===== src/rtl/adder_sum_accumulator.sv =====
// adder_sum_accumulator: registers successive adder Sum results under a
// valid/ready handshake and accumulates FRAME_LEN of them into a frame total,
// presented on a valid/ready output with a sticky overflow flag.
//
// Build option: define SATURATE_EN to clamp the total at all-ones on overflow
// instead of wrapping modulo 2^ACC_WIDTH.
//
// Handshake semantics (both ports): a transfer happens on a rising edge where
// valid and ready are both 1. A producer holding valid keeps its data stable
// until the transfer; ready never depends combinationally on valid.
//
// state_o exposes the FSM state (0 = ACCUM, 1 = HOLD) for observation.

module adder_sum_accumulator #(
  parameter int WIDTH     = 8,
  parameter int ACC_WIDTH = 16,
  parameter int FRAME_LEN = 4
) (
  input  logic                 clk,
  input  logic                 rst_n,
  input  logic [WIDTH:0]       sum_in,
  input  logic                 sum_valid,
  output logic                 sum_ready,
  input  logic                 clear,
  output logic [ACC_WIDTH-1:0] acc_out,
  output logic                 acc_valid,
  input  logic                 acc_ready,
  output logic                 overflow,
  output logic [7:0]           count,
  output logic                 state_o
);

  typedef enum logic {
    S_ACCUM = 1'b0,
    S_HOLD  = 1'b1
  } state_t;

  state_t               state_q, state_d;
  logic [ACC_WIDTH-1:0] acc_q, acc_d;
  logic [7:0]           count_q, count_d;
  logic                 ovf_q, ovf_d;
  // Keeps sum_ready low for the first cycle after reset release.
  logic                 ready_en_q;

  logic                 accept;
  logic                 last_sum;
  logic [ACC_WIDTH:0]   sum_ext;
  logic [ACC_WIDTH:0]   add_full;

  assign accept   = sum_valid & sum_ready;
  assign last_sum = (count_q == 8'(FRAME_LEN - 1));
  assign sum_ext  = (ACC_WIDTH + 1)'(sum_in);
  // One extra bit catches the carry out of the accumulator MSB.
  assign add_full = {1'b0, acc_q} + sum_ext;

  // State and datapath registers with asynchronous active-low reset.
  always_ff @(posedge clk or negedge rst_n) begin
    if (!rst_n) begin
      state_q    <= S_ACCUM;
      acc_q      <= '0;
      count_q    <= '0;
      ovf_q      <= 1'b0;
      ready_en_q <= 1'b0;
    end else begin
      state_q    <= state_d;
      acc_q      <= acc_d;
      count_q    <= count_d;
      ovf_q      <= ovf_d;
      ready_en_q <= 1'b1;
    end
  end

  // Next-state logic: clear wins over every other event.
  always_comb begin
    state_d = state_q;
    if (clear) begin
      state_d = S_ACCUM;
    end else begin
      case (state_q)
        S_ACCUM: if (accept && last_sum) state_d = S_HOLD;
        S_HOLD:  if (acc_ready)          state_d = S_ACCUM;
        default:                         state_d = S_ACCUM;
      endcase
    end
  end

  // Accumulator, counter and sticky overflow update.
  always_comb begin
    acc_d   = acc_q;
    count_d = count_q;
    ovf_d   = ovf_q;
    if (clear) begin
      acc_d   = '0;
      count_d = '0;
      ovf_d   = 1'b0;
    end else if (accept) begin
      count_d = count_q + 8'd1;
      ovf_d   = ovf_q | add_full[ACC_WIDTH];
`ifdef SATURATE_EN
      // Once clamped, every later add carries or adds zero, so it stays clamped.
      acc_d   = add_full[ACC_WIDTH] ? '1 : add_full[ACC_WIDTH-1:0];
`else
      acc_d   = add_full[ACC_WIDTH-1:0];
`endif
    end else if (state_q == S_HOLD && acc_ready) begin
      acc_d   = '0;
      count_d = '0;
      ovf_d   = 1'b0;
    end
  end

  // Outputs decoded from registered state only.
  always_comb begin
    sum_ready = (state_q == S_ACCUM) && ready_en_q;
    acc_valid = (state_q == S_HOLD);
    acc_out   = acc_q;
    overflow  = ovf_q;
    count     = count_q;
    state_o   = state_q;
  end

endmodule

===== config.mk =====
export PLATFORM = sky130hd
export DESIGN_NAME = adder_sum_accumulator
export DESIGN_NICKNAME = d
export VERILOG_FILES = /design/src/rtl/adder_sum_accumulator.sv
export SDC_FILE = /design/constraint.sdc
export NUM_CORES = 1
export LEC_CHECK = 0
export ABC_AREA = 1
export CAP_MARGIN = 25
export CORE_MARGIN = 3
export CORE_UTILIZATION = 35
export DETAILED_ROUTE_END_ITERATION = 8
export SYNTH_ARGS = -nofsm -noshare
export SYNTH_HDL_FRONTEND = slang
export SYNTH_SLANG_ARGS = --single-unit

===== constraint.sdc =====
create_clock -name clk -period 1.7 [get_ports clk]
set_input_delay 0.34 -clock clk [delete_from_list [all_inputs] [get_ports clk]]
set_output_delay 0.34 -clock clk [all_outputs]
set_load 0.05 [all_outputs]

Word level (Yosys, flattened, before mapping). Index checks and enable logic that the tools add are counted. W data, S select, Z words.

Add/sub/neg operators: 2. Multiply operators: 0. Div/mod/pow operators: 0. Magnitude comparators: 0. Equality and inequality tests: 1. Shifts and indexed selects: 0. Multiplexer cells: 13. Bitwise operators: 3. Reduce and logical (&&, ||, !) cells: 4.

Operators with widths (count): $mux W16 (3); $mux W8 (3); $add A16 B9 Y17 (1); $add A8 B1 Y8 const B (1); $eq A8 B2 Y1 const B (1); $mux W1 (6); $logic_and A1 B1 Y1 (3); $reduce_bool A3 Y1 (1); $pmux W1 S2 (1); $and A1 B1 Y1 (1); $not A1 Y1 (1); $or A1 B1 Y1 (1).

Register bits after elaboration: 27. Bits in latches: 0. RAM bits: 0. ROM bits: 0. Input bits: 14. Output and inout port bits: 28. Logic and storage cells: 28. Memories: 0.

Longest topological paths before layout. Gate-level depths: netlist of run 1.

Word-level depth: 7. Depth in mapped cells: 11. Depth with buffers taken out: 11.

Worst setup path after synthesis of run 1. No wires, ideal clock.

Path type: flip-flop to flip-flop. Start point: register acc_q[0], in the netlist acc_out[0]. End point: register acc_q[12], in the netlist acc_out[12]. Library setup time: 0.127 ns. Arrival time: 1.905 ns. Required time: 1.573 ns. Setup slack: -0.332 ns. Cell stages (with the launch flop): 12. Path buffers: 0. Period minus slack after synthesis: 2.032 ns. Cells stage by stage: dfrtp_1 > ha_1 > inv_1 > fa_1 > inv_1 > nand3_1 > nand3_1 > nand3_1 > nand3_1 > nand2_1 > nand3_1 > o21ai_0.

Longest elaborated chain between the ends: 3.

Ends and longest elaborated chain: start, declared (RTL line 39) `logic [ACC_WIDTH-1:0] acc_q, acc_d;`; start signal, assigned (RTL line 60) `acc_q <= '0;`; start signal, assigned (RTL line 66) `acc_q <= acc_d;`; $add A16 B9 Y17 (RTL line 54) `assign add_full = {1'b0, acc_q} + sum_ext;`; $mux W16 (RTL line 96) `end else if (accept) begin`; $mux W16 (RTL line 92) `if (clear) begin`.

Every way passes these cells. A chain may end at the register's enable or synchronous reset.

Worst setup path after layout of run 1.
Start point: register acc_q[0], in the netlist acc_out[0]. End point: register acc_q[4], in the netlist acc_out[4].

The elaborated chain is that of the path after synthesis.

==> results.rst, run 1 <==
.. list-table::
   :header-rows: 1

   * - Metric
     - Value
   * - Cell Area, Synth
     - 1840 um^2
   * - 1st-pass router iterations
     - 4
   * - H-tree levels
     - 1
   * - Global-route wire length before repair
     - 8200 um
   * - Pin count of the biggest net entering global routing
     - 28
   * - Type of destination of the critical path
     - register
   * - Placer Congestion
     - 0.897
   * - FF/Latch Area
     - 686 um^2
   * - Kind of launch point of the worst setup path
     - register
   * - Total of max-cap violations
     - 0
   * - Number of antenna violations at the first check in global routing
     - 0
   * - Area growth, synth to finish
     - 49.6%
   * - Data arrival at the endpoint of the critical path
     - 1.82 ns
   * - Fraction of final layout cells with drive strength greater than 1
     - 31.2%
   * - Routed wirelength normalized by instance count
     - 12.9 um
   * - DRC violation count after routing
     - 0
   * - Req. time, crit path
     - 1.88 ns
   * - Diodes inserted
     - 0
   * - Fillers
     - 502
   * - Total global routing overflow
     - 0
   * - Clock latency at the later pin of the worst-skew pair
     - 0.28 ns
   * - Period Utilization, post-route
     - 96.8%
   * - Critical Path Source
     - acc_out[0]
   * - Fraction of the yosys area taken by sequential cells
     - 36.7%
   * - Via/cell ratio
     - 4.73
   * - Number of buffers inserted for hold repair after clock tree synthesis
     - 0
   * - DIE AREA
     - 6160 um^2
   * - Overall die height
     - 78.5 um
   * - Number of endpoints failing setup at the final stage
     - 0
   * - Total number of clock tree sinks
     - 27
   * - Buffer levels on the longest clock path
     - 2
   * - Highest achievable clock rate
     - 608 MHz
   * - Violation count after the first detailed-route iteration
     - 90
   * - P per Cell Area
     - 556 nW/um^2
   * - Die X
     - 78.5 um
   * - Count of antenna-violating nets left after detailed routing
     - 0
   * - Setup repair after global routing missed its margin
     - yes
   * - Net total in the final layout
     - 350
   * - Synth unique cells
     - 31
   * - Sum of negative setup slack
     - 0 ns
   * - Average instance area after synthesis
     - 7.05 um^2
   * - Cells along the critical path
     - ha_4 > inv_2 > fa_2 > inv_2 > nand3_2 > nand3_4 > buf_6 > or2_4 > nand3_2 > nand2_2
   * - Final instance count without filler cells
     - 391
   * - Number of slew-limit violations in the final report
     - 0
   * - Worst Skew
     - 0.0107 ns
   * - Synthesized netlist net count
     - 286
   * - Hold Path Class
     - input port to asynchronous set/reset pin
   * - Outcome
     - complete, no violations
   * - Number of CTS-inserted buffers
     - 3
   * - Clock input transition at the sequential cells of the worst setup and hold paths
     - 0.10 ns
   * - Routed wire length
     - 5050 um
   * - Dpl hpwl
     - 3770 um
   * - Final Hold Viols
     - 0
   * - Critical path's slowest cell
     - dfrtp_2
   * - Count of standard-cell rows
     - 25
   * - Vias in the first global route
     - 1812
   * - Maximum net fanout on the critical path
     - 3
   * - Combined area of the multi-input logic cells
     - 1210 um^2
   * - Yosys warning count
     - 0
   * - Number of I/O port buffers
     - 41
   * - Initial core utilization
     - 37.5%
   * - #FFs+latches synth
     - 27
   * - Clock root buffer
     - clkbuf_8
   * - TritonCTS clock tree
     - yes
   * - Worst setup path category
     - register to register
   * - Vias after detailed routing
     - 1851
   * - Worst hold margin
     - 0.432 ns
   * - Core Area
     - 4910 um^2
   * - Largest incremental delay on the critical path
     - 0.43 ns
   * - Post-Synthesis Cells
     - 261
   * - Min Clock Period, post-route
     - 1.65 ns
   * - Predominant post-synthesis flop cell
     - dfrtp_1
   * - IR drop worst, VDD
     - 0.000309 V
   * - DP Cell Count
     - 381
   * - Num ports
     - 42
   * - Total Power Consumption
     - 1.53 mW
   * - Share of flip-flops with an asynchronous set or reset
     - 100%
   * - Leakage power figure
     - 1.38 nW
   * - Number of enable-type register cells in the synthesized netlist
     - 0
   * - Global-route usage over all layers
     - 16.5%
   * - RR Startpoint
     - acc_out[0]
==> synthesized netlist by cell type, types with 2 or more instances <==
cell,instances,area (um^2)
nand2_2,2,12.5
a22o_1,2,17.5
o21ai_1,4,20.0
o22ai_1,3,18.8
dfrtp_1,27,676
a21oi_2,4,35.0
o21ai_0,10,50.1
and2_1,2,12.5
buf_6,3,33.8
xor2_1,2,17.5
inv_2,2,7.51
nor2_1,24,90.1
nor3_1,3,15.0
nand4_1,2,12.5
inv_1,28,105
nand2_1,89,334
nand3_1,25,125
ha_1,10,125
a21oi_1,7,35.0
==> report_power, final <==
group / total, mW / internal (mW) / switching [mW]
clock network: 0.377 / 0.168 / 0.209
logic: 0.467 / 0.204 / 0.263
registers: 0.686 / 0.663 / 0.0226
==> layer usage <==
layer | track usage (%) | share of wire (%) | routed length [um]
met1 | 22.1 | 46 | 2320
met2 | 27.1 | 49 | 2460
met3 | 3.67 | 4.3 | 219
met4 | 4.20 | 0.95 | 48
met5 | 0 | 0 | 0
==> cell usage in the layout (no fill, tap or decap), drive strengths merged, types with 3 or more instances in the layout <==
cell           synthesis  layout
or2                    3       3
nand3                 25      25
clkbuf                 0       4
nor2                  25      25
dlymetal6s2s           0       3
clkdlybuf4s50          0       8
ha                    10      10
o22ai                  3       3
nor3                   3       3
inv                   30      30
nand2                 91      91
dfrtp                 27      27
o21ai                 14      14
buf                    4      50
a21oi                 11      11
==> area by class of cell <==
class                           instances  area share [%]
Multi-Input combinational cell        200            44.0
Tap cell                               67            3.05
Timing Repair Buffer                   63            22.3
Sequential cell                        27            24.9
Inverter                               30            4.09
Clock buffer                            4            1.64
==> path summary, 6_finish.rpt <==
check	endpoint	slack, ns	cells after the start
setup reg to reg	acc_out[4]	0.05	10
max in group asynchronous	acc_valid	0.96	2
min in group clk	overflow	0.50	2
setup / recovery	acc_out[4]	0.05	10
hold reg to reg	overflow	0.50	2
hold / removal	acc_out[5]	0.43	2
==> timing repair <==
item                                    in CTS  in global routing
setup buffers                                2                  4
resized for setup                            9                 28
pin swaps                                    2                  3
endpoints found under the setup margin       6                 12
==> through the flow <==
stage	utilization, %	setup WS [ns]	cell area [um^2]
finish	56.0	0.0548	2750
detailed placement	50.8	-0.436	2490
global route	56.0	-0.0328	2750
global placement	50.8	-0.391	2490
CTS	52.4	0.00372	2570
floorplan	-	-0.0788	1890
==> sequential cells by signal, indices dropped and copies added, names as in the netlist <==
signal / count
acc_out: 16
count: 8
acc_valid: 1
overflow: 1
ready_en_q: 1
==> cells by family (layout without fill, tap and decap cells) <==
group / Yosys count / in the layout / share of synthesized area, %
other cells: 1 / 1 / 0.204
buf+inv: 34 / 97 / 8.37
simple gates: 152 / 152 / 34.6
xor+xnor: 3 / 3 / 1.43
flops: 27 / 27 / 36.7
compound gates: 33 / 33 / 10.8
fa+ha+maj: 11 / 11 / 7.89
==> critical path, delay by kind of cell (launching register included) <==
kind	cells	cell delay, ns
adder cells (fa/ha/maj)	2	0.37
buffers and inverters	3	0.23
flip-flops	1	0.43
AND/OR/NAND/NOR	5	0.51
No activity file was read; power rests on OpenSTA's default activity.
==> run 2, diff against run 1 <==
--- a/config.mk
+++ b/config.mk
@@ -7,9 +7,11 @@
 export LEC_CHECK = 0
 export ABC_AREA = 1
 export CAP_MARGIN = 25
-export CORE_MARGIN = 3
-export CORE_UTILIZATION = 35
+export CORE_MARGIN = 4
+export CORE_UTILIZATION = 45
 export DETAILED_ROUTE_END_ITERATION = 8
+export PLACE_DENSITY = 0.76
 export SYNTH_ARGS = -nofsm -noshare
 export SYNTH_HDL_FRONTEND = slang
 export SYNTH_SLANG_ARGS = --single-unit
+export TNS_END_PERCENT = 10
==> results.rst, run 2 (same netlist as run 1, synthesis figures left out) <==
.. list-table::
   :header-rows: 1

   * - Metric
     - Value
   * - DIE AREA
     - 5170 um^2 (-16%)
   * - Met2 usage in global routing
     - 32.2% (+5.1 points)
   * - Placer Congestion
     - 0.900 (+0.25%)
   * - Total number of clock tree sinks
     - 27 (unchanged)
   * - Die X
     - 71.9 um (-8.4%)
   * - IR drop worst, VDD
     - 0.000511 V (+65%)
   * - Buffer levels on the longest clock path
     - 2 (unchanged)
   * - Final Hold Viols
     - 0 (unchanged)
   * - Fraction of final layout cells with drive strength greater than 1
     - 31.6% (+0.41 points)
   * - Number of slew-limit violations in the final report
     - 0 (unchanged)
   * - Routed wire length
     - 5080 um (+0.65%)
   * - Pin count of the biggest net entering global routing
     - 28 (unchanged)
   * - H-tree levels
     - 1 (unchanged)
   * - Data arrival at the endpoint of the critical path
     - 1.80 ns (-0.02 ns)
   * - Number of buffers inserted for hold repair after clock tree synthesis
     - 0 (unchanged)
   * - Global Route met1 Usage
     - 24.5% (+2.5 points)
   * - Most common cell after layout, fill and taps aside
     - nand2_1
   * - Clock input transition at the sequential cells of the worst setup and hold paths
     - 0.10 ns (about the same)
   * - P per Cell Area
     - 571 nW/um^2 (+2.7%)
   * - Cell area after placement
     - 2430 um^2 (-2.7%)
   * - Count of antenna-violating nets left after detailed routing
     - 0 (unchanged)
   * - Hold Path Class
     - input port to asynchronous set/reset pin
   * - Initial core utilization
     - 48.4% (+11 points)
   * - Overall die height
     - 71.9 um (-8.4%)
   * - Dpl hpwl
     - 3560 um (-5.6%)
   * - Final design instance area without fill
     - 2690 um^2 (-2.3%)
   * - Met3 Resource Use GR
     - 5.26% (+1.6 points)
   * - Number of endpoints failing setup at the final stage
     - 0 (unchanged)
   * - Count of buffering cells on the critical path with inverters included
     - 0 (-3)
   * - Outcome
     - complete, no violations
   * - Library cell appearing most often on the critical path
     - nand2_1
   * - Clock latency at the later pin of the worst-skew pair
     - 0.29 ns (about the same)
   * - Total of max-cap violations
     - 0 (unchanged)
   * - Share of power burned in combinational logic
     - 30.0% (-0.5 points)
   * - Count of standard-cell rows
     - 22 (-12%)
   * - Most heavily used metal layer in global routing
     - met2
   * - Top cell family by delay on the critical path
     - simple AND/OR/NAND/NOR gates
   * - Maximum net fanout on the critical path
     - 3 (unchanged)
   * - Worst Skew
     - 0.00679 ns (-0.00388 ns)
   * - Total Power Consumption
     - 1.53 mW (+0.31%)
   * - Min Clock Period, post-route
     - 1.62 ns (-0.0206 ns)
   * - Net switching fraction of the power
     - 33.2% (+0.84 points)
   * - Type of destination of the critical path
     - register
   * - Critical path's slowest cell
     - dfrtp_2
   * - Area growth, synth to finish
     - 46.1%
   * - Req. time, crit path
     - 1.88 ns (about the same)
   * - Finished Core Util
     - 70.8% (+15 points)
   * - Period Utilization, post-route
     - 95.6% (-1.2 points)
   * - Global-route usage over all layers
     - 19.1% (+2.6 points)
   * - Clock root buffer
     - clkbuf_8
   * - Num ports
     - 42 (unchanged)
   * - Total global routing overflow
     - 0 (unchanged)
   * - Core Area
     - 3800 um^2 (-23%)
   * - Worst setup path category
     - register to register
   * - Commonest non-fill, non-tap cells in the layout
     - 83 x nand2_1, 43 x buf_4, 25 x inv_1
   * - DRC violation count after routing
     - 0 (unchanged)
   * - 1st-pass router iterations
     - 4 (unchanged)
   * - Number of CTS-inserted buffers
     - 3 (unchanged)
   * - Vias in the first global route
     - 1859 (+2.6%)
   * - Routed wirelength normalized by instance count
     - 13.7 um (+6.1%)
   * - Kind of launch point of the worst setup path
     - register
   * - Via/cell ratio
     - 5.11 (+7.9%)
   * - Net total in the final layout
     - 349 (-0.29%)
   * - Number of flip-flops under the largest register name
     - 16 (unchanged)
   * - Diodes inserted
     - 0 (unchanged)
   * - Number of I/O port buffers
     - 41 (unchanged)
   * - Total internal power
     - 1.03 mW (-0.94%)
   * - Number of antenna violations at the first check in global routing
     - 0 (unchanged)
   * - Largest incremental delay on the critical path
     - 0.44 ns (about the same)
   * - Highest achievable clock rate
     - 616 MHz (+1.3%)
   * - Leakage power figure
     - 1.37 nW (-0.50%)
   * - Cells along the critical path
     - ha_4 > or2_1 > and2_1 > nand2_1 > nand3_2 > nand2_2 > nand2_1 > nand2_1 > nand3_1
   * - Sum of negative setup slack
     - 0 ns (unchanged)
   * - Violation count after the first detailed-route iteration
     - 106 (+18%)
   * - TritonCTS clock tree
     - yes
   * - Switching power summed over all nets
     - 0.509 mW (+2.9%)
   * - Sequential fraction of design power
     - 44.8% (about the same)
   * - Power share of the clock group
     - 25.2% (+0.5 points)
   * - Setup repair after global routing missed its margin
     - yes
   * - Vias after detailed routing
     - 1895 (+2.4%)
   * - Global-route wire length before repair
     - 7980 um (-2.8%)
-- run 2: changes by cell type in the layout (fill, tap and decap cells not counted), sizes merged --
cell,previous run,this run
clkbuf,4,3
dlymetal6s2s,3,4
dlygate4sd2,2,1
buf,50,49
clkinv,0,1
-- run 2: worst paths after layout --
| kind | to | start | slack [ns] | cells after the start |
|---|---|---|---|---|
| setup / recovery | acc_out[15] | acc_out[2] | 0.08 | 9 |
| hold / removal | acc_out[4] | rst_n | 0.42 | 2 |
| setup reg to reg | acc_out[15] | acc_out[2] | 0.08 | 9 |
| hold reg to reg | overflow | overflow | 0.51 | 2 |
| max in group asynchronous | acc_out[8] | rst_n | 0.98 | 2 |
| min in group clk | acc_out[5] | sum_in[5] | 0.48 | 4 |
-- run 2: per-layer routing --
layer | vias to the layer above | wire [um]
li1 | 957 | -
met3 | 9 | 320
met2 | 58 | 2450
met5 | - | 0
met4 | 0 | 51
met1 | 871 | 2260
-- run 2: area by class of cell --
cell class,count,area (um^2)
Multi-Input combinational cell,200,1210
Fill cell,318,1110
Sequential cell,27,686
Timing Repair Buffer,62,573
Inverter,30,113
Tap cell,48,60.1
Clock buffer,3,41.3
Clock inverter,1,5.00
-- run 2: metrics by stage --
step,hold slack [ns],setup slack (ns),instances
detailed placement,0.482,-0.428,363
CTS,0.439,-0.00614,370
global route,0.449,-0.0143,371
finish,0.421,0.0754,371
global placement,0.472,-0.380,363
floorplan,0.0444,-0.0788,261
-- run 2: worst register-to-register path, cell delays in order, from the launching register on --
cell and delay [ns]:
dfrtp_2 0.44, ha_4 0.24, or2_1 0.22, and2_1 0.19
nand2_1 0.08, nand3_2 0.09, nand2_2 0.10, nand2_1 0.05
nand2_1 0.05, nand3_1 0.06
-- run 2: repair_timing --
item	CTS	global route
pin swaps	4	9
gates resized for setup	7	34
buffers inserted	3	1
endpoints found under the setup margin	6	11
-- run 2: power groups by stage --
stage	Sequential [mW]	Clock (mW)	Combinational, mW
global placement	0.694	0	0.384
floorplan	0.756	0	0.166
CTS	0.681	0.397	0.403
finish	0.687	0.387	0.460
detailed placement	0.694	0	0.389
global route	0.690	0.415	0.497
